$ cat src/rtl/button_conditioner_pkg.sv
// Shared button definitions for the input-conditioning path and square_controller:
// bit positions of the four Basys 3 buttons and the opposing-pair request mask.
package button_conditioner_pkg;

    localparam int N_BTN = 4;
    localparam int BTN_U = 3;
    localparam int BTN_L = 2;
    localparam int BTN_D = 1;
    localparam int BTN_R = 0;

    // Opposing requests (U/D, L/R) cancel each other; diagonals pass through.
    function automatic logic [N_BTN-1:0] mask_opposing(input logic [N_BTN-1:0] req);
        logic [N_BTN-1:0] m;
        m        = req;
        m[BTN_U] = req[BTN_U] & ~req[BTN_D];
        m[BTN_D] = req[BTN_D] & ~req[BTN_U];
        m[BTN_L] = req[BTN_L] & ~req[BTN_R];
        m[BTN_R] = req[BTN_R] & ~req[BTN_L];
        return m;
    endfunction

endpackage

$ cat src/rtl/button_conditioner_debounce.sv
// One button lane: 2-FF synchroniser, debounce counter and registered
// press-edge detector. The debounced level only moves once the synchronised
// input has disagreed with it for DEBOUNCE_CYCLES consecutive clocks.
module btn_debounce #(
    parameter int DEBOUNCE_CYCLES = 1_000_000,
    parameter int CNT_W           = 20
) (
    input  logic clk_i,
    input  logic rst_i,
    input  logic raw_i,
    output logic level_o,
    output logic press_o
);

    localparam logic [CNT_W-1:0] CNT_LAST = CNT_W'(DEBOUNCE_CYCLES - 1);

    logic             sync1_q, sync0_q;
    logic             stable_q, stable_d;
    logic             stable_dly_q;
    logic             press_q;
    logic [CNT_W-1:0] cnt_q, cnt_d;

    // Bring the asynchronous pin into the clock domain.
    always_ff @(posedge clk_i or posedge rst_i) begin
        if (rst_i) begin
            sync1_q <= 1'b0;
            sync0_q <= 1'b0;
        end else begin
            sync1_q <= raw_i;
            sync0_q <= sync1_q;
        end
    end

    // Any agreement with the current level restarts the count, so bounces never accumulate.
    always_comb begin
        cnt_d    = cnt_q;
        stable_d = stable_q;
        if (sync0_q == stable_q) begin
            cnt_d = '0;
        end else if (cnt_q == CNT_LAST) begin
            stable_d = sync0_q;
            cnt_d    = '0;
        end else begin
            cnt_d = cnt_q + CNT_W'(1);
        end
    end

    // Debounce state.
    always_ff @(posedge clk_i or posedge rst_i) begin
        if (rst_i) begin
            cnt_q    <= '0;
            stable_q <= 1'b0;
        end else begin
            cnt_q    <= cnt_d;
            stable_q <= stable_d;
        end
    end

    // Rising-edge detect on the debounced level; the pulse lands the cycle after the rise.
    always_ff @(posedge clk_i or posedge rst_i) begin
        if (rst_i) begin
            stable_dly_q <= 1'b0;
            press_q      <= 1'b0;
        end else begin
            stable_dly_q <= stable_q;
            press_q      <= stable_q & ~stable_dly_q;
        end
    end

    assign level_o = stable_q;
    assign press_o = press_q;

endmodule

$ cat src/rtl/button_conditioner.sv
// Conditions the four raw push-buttons for square_controller: per-lane debounce
// and press detection, frame-aligned request latches consumed by refresh_tick,
// auto-repeat while a button is held, and opposing-pair cancellation.
module button_conditioner
    import button_conditioner_pkg::*;
#(
    parameter int DEBOUNCE_CYCLES = 1_000_000,
    parameter int CNT_W           = 20,
    parameter int REPEAT_FRAMES   = 8
) (
    input  logic             clk_100MHz,
    input  logic             reset,
    input  logic [N_BTN-1:0] btn_raw,
    input  logic             refresh_tick,
    output logic [N_BTN-1:0] btn_level,
    output logic [N_BTN-1:0] btn_press,
    output logic [N_BTN-1:0] move_req
);

    logic [N_BTN-1:0] rpt_fire;
    logic [N_BTN-1:0] req_q, req_d;

    for (genvar g = 0; g < N_BTN; g++) begin : g_lane
        btn_debounce #(
            .DEBOUNCE_CYCLES(DEBOUNCE_CYCLES),
            .CNT_W          (CNT_W)
        ) u_db (
            .clk_i  (clk_100MHz),
            .rst_i  (reset),
            .raw_i  (btn_raw[g]),
            .level_o(btn_level[g]),
            .press_o(btn_press[g])
        );
    end

    if (REPEAT_FRAMES > 0) begin : g_rpt
        localparam int               RCNT_W    = $clog2(REPEAT_FRAMES + 1);
        localparam logic [RCNT_W-1:0] RCNT_LAST = RCNT_W'(REPEAT_FRAMES - 1);

        logic [N_BTN-1:0][RCNT_W-1:0] rcnt_q, rcnt_d;

        // Count frames while held; fire on the frame that completes a repeat period.
        always_comb begin
            rpt_fire = '0;
            rcnt_d   = rcnt_q;
            for (int i = 0; i < N_BTN; i++) begin
                rpt_fire[i] = refresh_tick & btn_level[i] & (rcnt_q[i] == RCNT_LAST);
                if (btn_press[i] | ~btn_level[i]) begin
                    rcnt_d[i] = '0;
                end else if (refresh_tick) begin
                    rcnt_d[i] = rpt_fire[i] ? '0 : rcnt_q[i] + RCNT_W'(1);
                end
            end
        end

        // Repeat counters.
        always_ff @(posedge clk_100MHz or posedge reset) begin
            if (reset) rcnt_q <= '0;
            else       rcnt_q <= rcnt_d;
        end
    end else begin : g_norpt
        assign rpt_fire = '0;
    end

    // Set beats clear, so a press landing on refresh_tick survives into the next frame.
    always_comb begin
        req_d = (btn_press | rpt_fire) | (req_q & ~{N_BTN{refresh_tick}});
    end

    // Request latches.
    always_ff @(posedge clk_100MHz or posedge reset) begin
        if (reset) req_q <= '0;
        else       req_q <= req_d;
    end

    assign move_req = mask_opposing(req_q);

endmodule
$ cat config.mk
export PLATFORM = sky130hd
export DESIGN_NAME = button_conditioner
export DESIGN_NICKNAME = d
export VERILOG_FILES = /design/src/rtl/button_conditioner_pkg.sv /design/src/rtl/button_conditioner_debounce.sv /design/src/rtl/button_conditioner.sv
export SDC_FILE = /design/constraint.sdc
export NUM_CORES = 1
export LEC_CHECK = 0
export ABC_AREA = 1
export BUFFER_PORTS_ARGS = -buffer_cell sky130_fd_sc_hd__clkbuf_2
export CAP_MARGIN = 20
export CORE_MARGIN = 1.5
export CORE_UTILIZATION = 45
export DETAILED_ROUTE_END_ITERATION = 6
export GPL_TIMING_DRIVEN = 0
export PLACE_DENSITY = 0.62
export RECOVER_POWER = 25
export SETUP_SLACK_MARGIN = 0.02
export SLEW_MARGIN = 20
export SYNTH_ARGS = -nofsm -noshare
export SYNTH_HDL_FRONTEND = slang
export SYNTH_SLANG_ARGS = --single-unit
$ cat constraint.sdc
create_clock -name clk_100MHz -period 7.81 [get_ports clk_100MHz]
set_input_delay 1.1715 -clock clk_100MHz [delete_from_list [all_inputs] [get_ports clk_100MHz]]
set_output_delay 1.1715 -clock clk_100MHz [all_outputs]
set_load 0.02 [all_outputs]
==> metrics.txt <==
outcome=finished, violations left; failing checks=capacitance limit, slew limit; Hold WC Path Type=reg -> reg; total power=1400 uW; Hold Crit Depth=0; Yosys top cell area share=48.8%; WL/cell=12.1 um; Die W=120 um; Core Rows=42; Hold Vio Cnt, Final=0; CTS max path bufs=2; Root Buffer=clkbuf_16; Net Sw Power=283 uW; Post-synth EDFFs=0; HP Start=g_lane[0].u_db.sync1_q; Ys Warns=0; Setup TNS=0 ps; Int Pwr=1120 uW; CP Launch Type=register; number of port buffers=17; leakage=0.00314 uW; clock power share=51.9%; Post-CTS Resized=0; Power Density=199 mW/mm^2; DP HPWL=8540 um; worst reg-to-reg path cell count=4; share of cells above drive strength 1=10.6%; first-pass GRT wire length=21600 um; ys async rst share=100%; slew margin rel.=-21.9%; largest net degree at the start of global routing=82; final core area utilization=52.9%; Area Growth Syn to Fin=14.2%; top post-synthesis cells by area=dfrtp_1, nor2_1, nand3_1; RSZ-0062 raised after global routing=no; vias in the first global route=4881; Worst Path Required=6640 ps; grt ovf=0; clk sinks=120; Clock transition at path regs=50 ps; most frequent cells after synthesis=nor2_1, dfrtp_1, nand2_1, nand3_1, inv_1; # setup viols final=0; full die area=0.0144 mm^2; Residual DRC=0; # Post-CTS Setup Buffers=0; DRT antenna net count=0; Seq pwr share=45.4%; CP startpoint=g_lane[1].u_db.level_o; routability cong.=0.910; starting density of the core=46.3%; Seq cells post-synth=120; Slew Viols, Final=40; kind of critical path=reg -> out; Ports=19; CTS tree=done; Max-Cap Viols=1; Gate power share=2.7%; Final min period=2430 ps; worst hold endpoint=g_lane[0].u_db.sync0_q; Via Count=4942; WL final=12000 um; Final WS setup=5380 ps; vias per std cell=4.99; Data arrival, critical path=1260 ps; worst skew pair latency=410 ps; leading area contributor after synthesis=dfrtp_1; Max FO, Critical Path=7; Final period util=31.2%; synthesized area=0.00616 mm^2; Slew @ Worst Pin=1820 ps; syn_nets=781; core box area=0.0133 mm^2; reg-to-reg endpoint=g_lane[2].u_db.cnt_q[9]; Hold Buf Count CTS=0; final net count=818; Die H=120 um; most frequent cell after synthesis=nor2_1; CP endpoint kind=primary output; Synth Instances=766; CTS Buf Count=17; Ant. Diodes=0; htree depth=4; first-pass detailed-route iteration total=6; syn_area_per_cell=8.04 um^2; Max VDD drop=166 uV; register area share after synthesis=48.8%; Synth cell types=32; Iter 0 DRT Violations=307; Max Clk Rate=0.411 GHz; switching power share of the total=20.2%; ys flop type=dfrtp_1; antenna violations before repair=0; gr usage total=18.7%; Place WS=5740 ps; reg-to-reg slack, setup=5760 ps; clk_skew=8.08 ps; R2R Path Start=g_lane[2].u_db.level_o
-- worst max-delay path, cell delays in order (launching register included) --
cell,delay [ps]
dfrtp_1,530
buf_4,170
clkbuf_2,150
-- worst max path at each step --
stage	end	slack [ps]	cells after the start
3_5_place_dp	g_rpt.rcnt_q[7]	5740	5
4_1_cts	btn_level[1]	5340	2
5_1_grt	g_lane[2].u_db.cnt_q[16]	5250	3
2_1_floorplan	g_lane[0].u_db.cnt_q[0]	3450	1
3_3_place_gp	g_lane[2].u_db.cnt_q[15]	2140	2
6_report	btn_level[1]	5380	2
-- layer usage --
metal	track usage (%)	vias up	part of all wire, %
met5	0	-	0
met4	8.63	0	1.8
met3	4.61	20	3.9
met2	29.3	95	47
met1	24.6	2310	47
li1	-	2517	-
-- power groups by stage --
stage | Sequential (uW) | Combinational [uW] | Clock, uW
floorplan | 644 | 27.8 | 0
global placement | 645 | 37.3 | 0
detailed placement | 646 | 39.9 | 0
CTS | 635 | 40.1 | 747
global route | 636 | 45.0 | 776
finish | 635 | 37.7 | 727
-- logic make-up (layout without fill, tap and decap cells) --
logic type | count (synthesis) | in the layout | synth area share (%)
AND/OR/NAND/NOR | 461 | 461 | 33.2
flip-flops | 120 | 120 | 48.8
buffers and inverters | 93 | 142 | 6.24
XOR/XNOR | 46 | 46 | 6.91
AO/OA/AOI/OAI | 38 | 38 | 3.27
adder cells (fa/ha/maj) | 8 | 8 | 1.63
-- through the flow --
stage               area, um^2  hold slack, ps  instances
CTS                       7050             348        991
global placement          6460             337        959
global route              7030             351        991
finish                    7030             345        991
detailed placement        6500             337        960
floorplan                 6160             331        766
-- sequential cells by signal, indices dropped and copies added, names as in the netlist --
register and cells:
g_lane.u_db.cnt_q 80, g_rpt.rcnt_q 16, g_lane.u_db.level_o 4, g_lane.u_db.press_o 4
g_lane.u_db.stable_dly_q 4, g_lane.u_db.sync0_q 4, g_lane.u_db.sync1_q 4, req_q 4
-- cell type report --
type                       count  area [um^2]
sequential                   120         3000
inverter                      80          302
clock inverter                 2         35.0
fill                        1242         6260
buffer                        13         83.8
tap                          176          220
timing repair buffer          18          113
multi-input combinational    553         2760
clock buffer                  29          520
-- cells in the final DEF, fill, tap and decap left out, types with 3 or more instances in the layout --
| master | n |
|---|---|
| a21oi_1 | 18 |
| buf_2 | 4 |
| buf_4 | 8 |
| clkbuf_1 | 8 |
| clkbuf_16 | 17 |
| clkbuf_2 | 17 |
| clkbuf_8 | 5 |
| dfrtp_1 | 120 |
| ha_1 | 8 |
| inv_1 | 77 |
| nand2_1 | 109 |
| nand2_2 | 10 |
| nand3_1 | 101 |
| nand3_2 | 6 |
| nand4_1 | 11 |
| nor2_1 | 191 |
| nor2_2 | 7 |
| nor2_4 | 3 |
| nor3_1 | 12 |
| nor3b_1 | 3 |
| o21ai_0 | 14 |
| xnor2_1 | 18 |
| xor2_1 | 27 |
(Power assumes the default switching activity.)
